`config.mk`:
```
export PLATFORM = sky130hd
export DESIGN_NAME = cram_seq
export DESIGN_NICKNAME = d
export VERILOG_FILES = /design/src/rtl/cram_seq.sv
export SDC_FILE = /design/constraint.sdc
export NUM_CORES = 1
export LEC_CHECK = 0
export ABC_AREA = 1
export BUFFER_PORTS_ARGS = -buffer_cell sky130_fd_sc_hd__buf_2
export CAP_MARGIN = 20
export CELL_PAD_IN_SITES_DETAIL_PLACEMENT = 1
export CELL_PAD_IN_SITES_GLOBAL_PLACEMENT = 2
export CORE_MARGIN = 2
export CORE_UTILIZATION = 30
export DETAILED_ROUTE_END_ITERATION = 10
export GPL_ROUTABILITY_DRIVEN = 1
export HOLD_SLACK_MARGIN = 0.15
export PLACE_DENSITY = 0.88
export SLEW_MARGIN = 20
export SYNTH_ARGS = -nofsm -noshare
export SYNTH_HDL_FRONTEND = slang
export SYNTH_SLANG_ARGS = --single-unit
export TNS_END_PERCENT = 1
```
`constraint.sdc`:
```
create_clock -name clk_i -period 2.41 [get_ports clk_i]
set_input_delay 0.3615 -clock clk_i [delete_from_list [all_inputs] [get_ports clk_i]]
set_output_delay 0.3615 -clock clk_i [all_outputs]
set_load 0.01 [all_outputs]
```
`src/rtl/cram_seq.sv`:
```
// Bit-serial macro-op sequencer for the CRam compute array: expands vector
// commands into one micro-instruction per cycle and shares the array with the host port.
module cram_seq #(
  parameter int MAX_WIDTH = 32,
  parameter int TMP_COL   = 255,
  parameter int WW        = $clog2(MAX_WIDTH + 1)
) (
  input  logic          clk_i,
  input  logic          rst_i,
  input  logic          cmd_valid_i,
  output logic          cmd_ready_o,
  input  logic [2:0]    cmd_op_i,
  input  logic [WW-1:0] cmd_width_i,
  input  logic [7:0]    cmd_a_i,
  input  logic [7:0]    cmd_b_i,
  input  logic [7:0]    cmd_d_i,
  input  logic          cmd_tag_i,
  input  logic          cmd_cout_i,
  output logic [31:0]   inst_o,
  input  logic          mem_req_i,
  output logic          mem_gnt_o,
  output logic          busy_o,
  output logic          done_o,
  output logic          err_o
);

  // state | meaning
  // IDLE  | waiting for a command or a host request
  // ISSUE | one micro-op per cycle on inst_o
  // DRAIN | NOP cycle; ends a command or empties the array before a host grant
  // HOST  | array handed to the host port while mem_req_i is held
  typedef enum logic [1:0] {S_IDLE, S_ISSUE, S_DRAIN, S_HOST} state_t;
  typedef enum logic [1:0] {PH_PRE, PH_BIT, PH_STC, PH_END} phase_t;

  typedef struct packed {
    logic [2:0]    op;
    logic [WW-1:0] width;
    logic [7:0]    a;
    logic [7:0]    b;
    logic [7:0]    d;
    logic          tag;
    logic          cout;
  } cmd_t;

  // Position of the next micro-op to issue; half selects INV/ADD within a SUB bit.
  typedef struct packed {
    phase_t        ph;
    logic [WW-1:0] idx;
    logic          half;
  } pos_t;

  localparam logic [2:0] OP_ADD = 3'd0, OP_SUB = 3'd1, OP_CPY = 3'd2,
                         OP_AND = 3'd3, OP_OR  = 3'd4, OP_XOR = 3'd5;
  localparam logic [3:0] U_CPY = 4'h1, U_AND = 4'h2, U_OR = 4'h3, U_XOR = 4'h4,
                         U_ADD = 4'h6, U_INV = 4'h8, U_STC = 4'hB, U_SC = 4'hD,
                         U_CC  = 4'hE;
  localparam logic [7:0] TMP = 8'(TMP_COL);

  function automatic logic [31:0] micro(input cmd_t c, input pos_t p);
    logic [7:0] ca, cb, cd;
    logic [3:0] en_w;
    ca   = c.a + 8'(p.idx);
    cb   = c.b + 8'(p.idx);
    cd   = c.d + 8'(p.idx);
    en_w = {1'b1, 2'b00, c.tag};
    micro = 32'h0;
    case (p.ph)
      PH_PRE: micro = {4'h8, (c.op == OP_SUB) ? U_SC : U_CC, 24'h0};
      PH_STC: micro = {en_w, U_STC, 16'h0, c.d + 8'(c.width)};
      PH_BIT: begin
        case (c.op)
          OP_ADD: micro = {en_w, U_ADD, ca, cb, cd};
          OP_SUB: micro = p.half ? {en_w, U_ADD, ca, TMP, cd}
                                 : {en_w, U_INV, cb, 8'h00, TMP};
          OP_CPY: micro = {en_w, U_CPY, ca, 8'h00, cd};
          OP_AND: micro = {en_w, U_AND, ca, cb, cd};
          OP_OR:  micro = {en_w, U_OR,  ca, cb, cd};
          OP_XOR: micro = {en_w, U_XOR, ca, cb, cd};
          default: micro = 32'h0;
        endcase
      end
      default: micro = 32'h0;
    endcase
  endfunction

  function automatic pos_t advance(input cmd_t c, input pos_t p);
    advance = p;
    case (p.ph)
      PH_PRE: begin
        advance.ph   = PH_BIT;
        advance.idx  = '0;
        advance.half = 1'b0;
      end
      PH_BIT: begin
        if (c.op == OP_SUB && !p.half) begin
          advance.half = 1'b1;
        end else if (p.idx == c.width - WW'(1)) begin
          advance.ph = (c.cout && (c.op == OP_ADD || c.op == OP_SUB)) ? PH_STC : PH_END;
        end else begin
          advance.idx  = p.idx + WW'(1);
          advance.half = 1'b0;
        end
      end
      default: advance.ph = PH_END;
    endcase
  endfunction

  state_t      state_q, state_n;
  cmd_t        cmd_q, cmd_n, cmd_in;
  pos_t        pos_q, pos_n, start_pos;
  logic        pre_q, pre_n;
  logic [31:0] inst_n;
  logic        gnt_n, busy_n, done_n, err_n, bad_cmd;

  assign cmd_in      = {cmd_op_i, cmd_width_i, cmd_a_i, cmd_b_i, cmd_d_i, cmd_tag_i, cmd_cout_i};
  assign bad_cmd     = (cmd_in.op > OP_XOR) || (cmd_in.width == '0) ||
                       (cmd_in.width > WW'(MAX_WIDTH));
  assign cmd_ready_o = (state_q == S_IDLE) && !mem_req_i;

  always_comb begin
    start_pos.ph   = (cmd_in.op == OP_ADD || cmd_in.op == OP_SUB) ? PH_PRE : PH_BIT;
    start_pos.idx  = '0;
    start_pos.half = 1'b0;
  end

  always_comb begin
    state_n = state_q;
    cmd_n   = cmd_q;
    pos_n   = pos_q;
    pre_n   = pre_q;
    inst_n  = 32'h0;
    gnt_n   = 1'b0;
    done_n  = 1'b0;
    err_n   = 1'b0;
    case (state_q)
      S_IDLE: begin
        if (mem_req_i) begin
          state_n = S_HOST;
          gnt_n   = 1'b1;
        end else if (cmd_valid_i) begin
          if (bad_cmd) begin
            done_n = 1'b1;
            err_n  = 1'b1;
          end else begin
            cmd_n   = cmd_in;
            inst_n  = micro(cmd_in, start_pos);
            pos_n   = advance(cmd_in, start_pos);
            state_n = S_ISSUE;
          end
        end
      end
      S_ISSUE: begin
        if (pos_q.ph == PH_END) begin
          state_n = S_DRAIN;
        end else if (mem_req_i) begin
          state_n = S_DRAIN;
          pre_n   = 1'b1;
        end else begin
          inst_n = micro(cmd_q, pos_q);
          pos_n  = advance(cmd_q, pos_q);
        end
      end
      S_DRAIN: begin
        if (pre_q) begin
          state_n = S_HOST;
          gnt_n   = mem_req_i;
        end else begin
          done_n  = 1'b1;
          state_n = mem_req_i ? S_HOST : S_IDLE;
          gnt_n   = mem_req_i;
        end
      end
      S_HOST: begin
        if (mem_req_i) begin
          gnt_n = 1'b1;
        end else if (pre_q) begin
          // Carry/tag live in the array, so resuming mid-chain is safe.
          state_n = S_ISSUE;
          pre_n   = 1'b0;
          inst_n  = micro(cmd_q, pos_q);
          pos_n   = advance(cmd_q, pos_q);
        end else begin
          state_n = S_IDLE;
        end
      end
      default: state_n = S_IDLE;
    endcase
    busy_n = (state_n == S_ISSUE) || (state_n == S_DRAIN) || (state_n == S_HOST && pre_n);
  end

  always_ff @(posedge clk_i or posedge rst_i) begin
    if (rst_i) begin
      state_q   <= S_IDLE;
      cmd_q     <= '0;
      pos_q     <= '0;
      pre_q     <= 1'b0;
      inst_o    <= 32'h0;
      mem_gnt_o <= 1'b0;
      busy_o    <= 1'b0;
      done_o    <= 1'b0;
      err_o     <= 1'b0;
    end else begin
      state_q   <= state_n;
      cmd_q     <= cmd_n;
      pos_q     <= pos_n;
      pre_q     <= pre_n;
      inst_o    <= inst_n;
      mem_gnt_o <= gnt_n;
      busy_o    <= busy_n;
      done_o    <= done_n;
      err_o     <= err_n;
    end
  end

endmodule

```
==> impl_metrics.json <==
{
  "clockBufferDepth": 2,
  "path_cells": "nor2_4, inv_2, nor2_8, inv_2, nor2_8, nand2_8, inv_4, nand2_2, o22ai_1",
  "drive_above_1_share_pct": 18.2,
  "first_pass_iters": 4,
  "start_kind": "flip-flop",
  "cpPeakStageDelay_ns": 0.58,
  "htreeDepth": 3,
  "grt_first_pass_wirelength_um": 27400,
  "routed_wl_um": 17200,
  "boundaryPins": 76,
  "cts_root_buf": "clkbuf_16",
  "crit_family": "simple AND/OR/NAND/NOR gates",
  "drt_iter0_drc": 244,
  "ys_seq_elements": 81,
  "grt_overflow": 0,
  "syn_area_sq_mm": 0.00528,
  "grt_pass1_vias": 4859,
  "slew_headroom_pct": 52.3,
  "p_leak_nw": 3.41,
  "r2r_cells": 9,
  "die_area_sq_mm": 0.0187,
  "slowest_stage": "dfrtp_1",
  "hold_viol_final": 0,
  "dp_hpwl_um": 13200,
  "synth_edf_count": 0,
  "path_buf_inv": 3,
  "n_antenna_cell": 0,
  "core_sq_mm": 0.0172,
  "nets": 844,
  "cts_tree": "built",
  "min_to": "cmd_q[0]",
  "area_growth_pct": 18.9,
  "async_reset_ff_share_pct": 100,
  "worstReg2RegStart": "state_q[0]",
  "cts_made_buffers": 9,
  "grt_usage_pct": 19.4,
  "holdWs_ns": 0.228,
  "skew_ns": 0.00645,
  "max_cap_viol_count": 0,
  "timing.hold.worst.start": "cmd_cout_i",
  "die_w_um": 137,
  "vias": 4926,
  "ys_warn_count": 0,
  "port_buffers": 73,
  "synth_ff_type": "dfrtp_1",
  "yosysUniqueCellTypes": 44,
  "min_period_ns": 2.18,
  "synth-seq-area-share_pct": 38.4,
  "criticalPathCategory": "flip-flop to flip-flop",
  "fill_cells": 2133,
  "routedWlPerCell_um": 17.1,
  "clkLatencyLatePin_ns": 0.36,
  "post_cts.repair.setup_buffers": 0,
  "finish.utilization_pct": 36.4,
  "ir_worst_vdd_uv": 398,
  "cts_num_sinks": 81,
  "fin_cells": 1004,
  "dpl.cell_count": 987,
  "gp_congestion": 0.830,
  "drtAntennaViolNets": 0,
  "finalSetupTns_ns": 0,
  "worstPathMaxFanout": 33,
  "worst_pin_slew_ns": 0.710,
  "clkTransAtPathRegs_ns": 0.06,
  "status": "finished clean",
  "finalCritPeriodShare_pct": 90.5,
  "synth_area_per_cell_sq_um": 7.61,
  "row_count": 48,
  "r2r-end": "inst_o[9]",
  "p_per_area_mw_per_mm2": 1170,
  "antenna_found_initial": 0,
  "pre_cts_slack_ns": 0.184,
  "grt_max_degree": 38,
  "drv_slew": 0,
  "worstPathArrival_ns": 2.42,
  "crit_required_ns": 2.65,
  "grt_setup_unrepaired": "no",
  "worst_setup_path_end_kind": "flip-flop",
  "fmaxAchievable_ghz": 0.459,
  "layout_setup_ws_ns": 0.229,
  "viasPerCell": 4.91,
  "synthCells": 693,
  "r2r_slack_ns": 0.23,
  "fp.dieH_um": 137,
  "hold_class": "input pin to flip-flop",
  "drc_errors": 0,
  "hold_depth": 3,
  "setup_viol": 0,
  "initial_core_util_pct": 30.6
}
==> cell usage after synthesis, drive strengths merged, types with 2 or more instances <==
library cell / number / area (sq um)
fa: 4 / 80.1
nand3: 46 / 230
o21ai: 69 / 383
o21bai: 2 / 15.0
nor3: 5 / 25.0
or2: 2 / 12.5
xor2: 9 / 78.8
nor2: 41 / 244
a21oi: 29 / 149
a22oi: 2 / 15.0
nand4: 16 / 100
xnor2: 5 / 43.8
ha: 27 / 338
a221oi: 2 / 17.5
a31oi: 4 / 25.0
dfrtp: 81 / 2030
o22ai: 12 / 81.3
o211ai: 3 / 22.5
inv: 95 / 359
buf: 12 / 101
a22o: 2 / 17.5
nand2: 217 / 856
==> stage by stage <==
stage                     power [W]  cell area [sq um]
after CTS                   0.00740               6270
after floorplan             0.00462               5280
final                       0.00736               6280
after global placement      0.00560               5910
after detailed placement    0.00569               5910
after global routing        0.00798               6280
==> what timing repair did <==
action	in CTS	in global routing
gates resized for setup	0	1
endpoints found under the hold margin	14	0
hold buffers	1	0
endpoints found under the setup margin	0	1
==> cell families (layout without fill, tap and decap cells) <==
group	count (synthesis)	after routing	synth area share, %
flip-flops	81	81	38.4
adder cells (fa/ha/maj)	31	31	7.92
other	1	2	0.0711
buffers and inverters	108	193	8.82
AO/OA/AOI/OAI	130	130	14.5
AND/OR/NAND/NOR	328	328	27.9
XOR/XNOR	14	14	2.32
==> cells in the final DEF, fill, tap and decap left out, drive strengths merged <==
cell,n
conb,2
ha,27
buf,81
nand4,16
xnor2,5
a22o,2
or2,2
clkinv,1
a32oi,1
clkinvlp,1
bufinv,3
clkbuf,10
a22oi,2
o22ai,12
a21oi,29
nand2,217
nand3,46
a31oi,4
o221ai,1
nor2,41
o31ai,1
fa,4
inv,96
a21o,1
and3,1
o211ai,3
o21ai,69
dfrtp,81
dlygate4sd3,1
xor2,9
o21bai,2
nor3,5
o21a,1
a221oi,2
==> flip-flops by register name, indices dropped and copies added, names as in the netlist <==
signal and cells:
done_o 1, state_q 2, err_o 1, cmd_q 35, pre_q 1, busy_o 1, mem_gnt_o 1, pos_q 9
inst_o 30
==> worst register-to-register path, stage by stage (launching register included) <==
cell and delay (ns):
dfrtp_1 0.58, nor2_4 0.24, inv_2 0.09, nor2_8 0.11
inv_2 0.07, nor2_8 0.12, nand2_8 0.15, inv_4 0.37
nand2_2 0.12, o22ai_1 0.23
==> layer usage <==
layer	up-vias	global-route usage (%)	share of wire (%)
met5	-	0	0
met2	86	29.8	46
met1	2395	28.4	49
met3	14	2.37	3.2
li1	2431	-	-
met4	0	6.02	1.5
==> final cells by class <==
| type | count | area [sq um] | share of cell area (%) |
|---|---|---|---|
| clock buffers | 10 | 239 | 3.81 |
| multi-input cells | 505 | 2790 | 44.5 |
| inverters | 95 | 363 | 5.78 |
| flip-flops and latches | 81 | 2030 | 32.3 |
| repair buffers | 82 | 460 | 7.34 |
| clock inverters | 6 | 113 | 1.79 |
| well taps | 225 | 282 | 4.49 |
==> how the worst max path moves through the flow <==
stage	startpoint	endpoint	slack, ns	cells after the start
final	state_q[0]	inst_o[9]	0.23	9
after global routing	cmd_q[26]	pos_q[7]	0.07	13
after CTS	pos_q[5]	pos_q[2]	0.23	11
after detailed placement	cmd_width_i[3]	inst_o[9]	0.18	10
after global placement	cmd_width_i[3]	inst_o[9]	0.27	10
after floorplan	pos_q[1]	inst_o[12]	0.67	7
==> report_power, final <==
part / switching [W] / internal [W]
clock network: 0.000623 / 0.00105
registers: 0.000535 / 0.00181
logic: 0.00211 / 0.00123
Note: power is estimated with default switching activity, not from simulation.
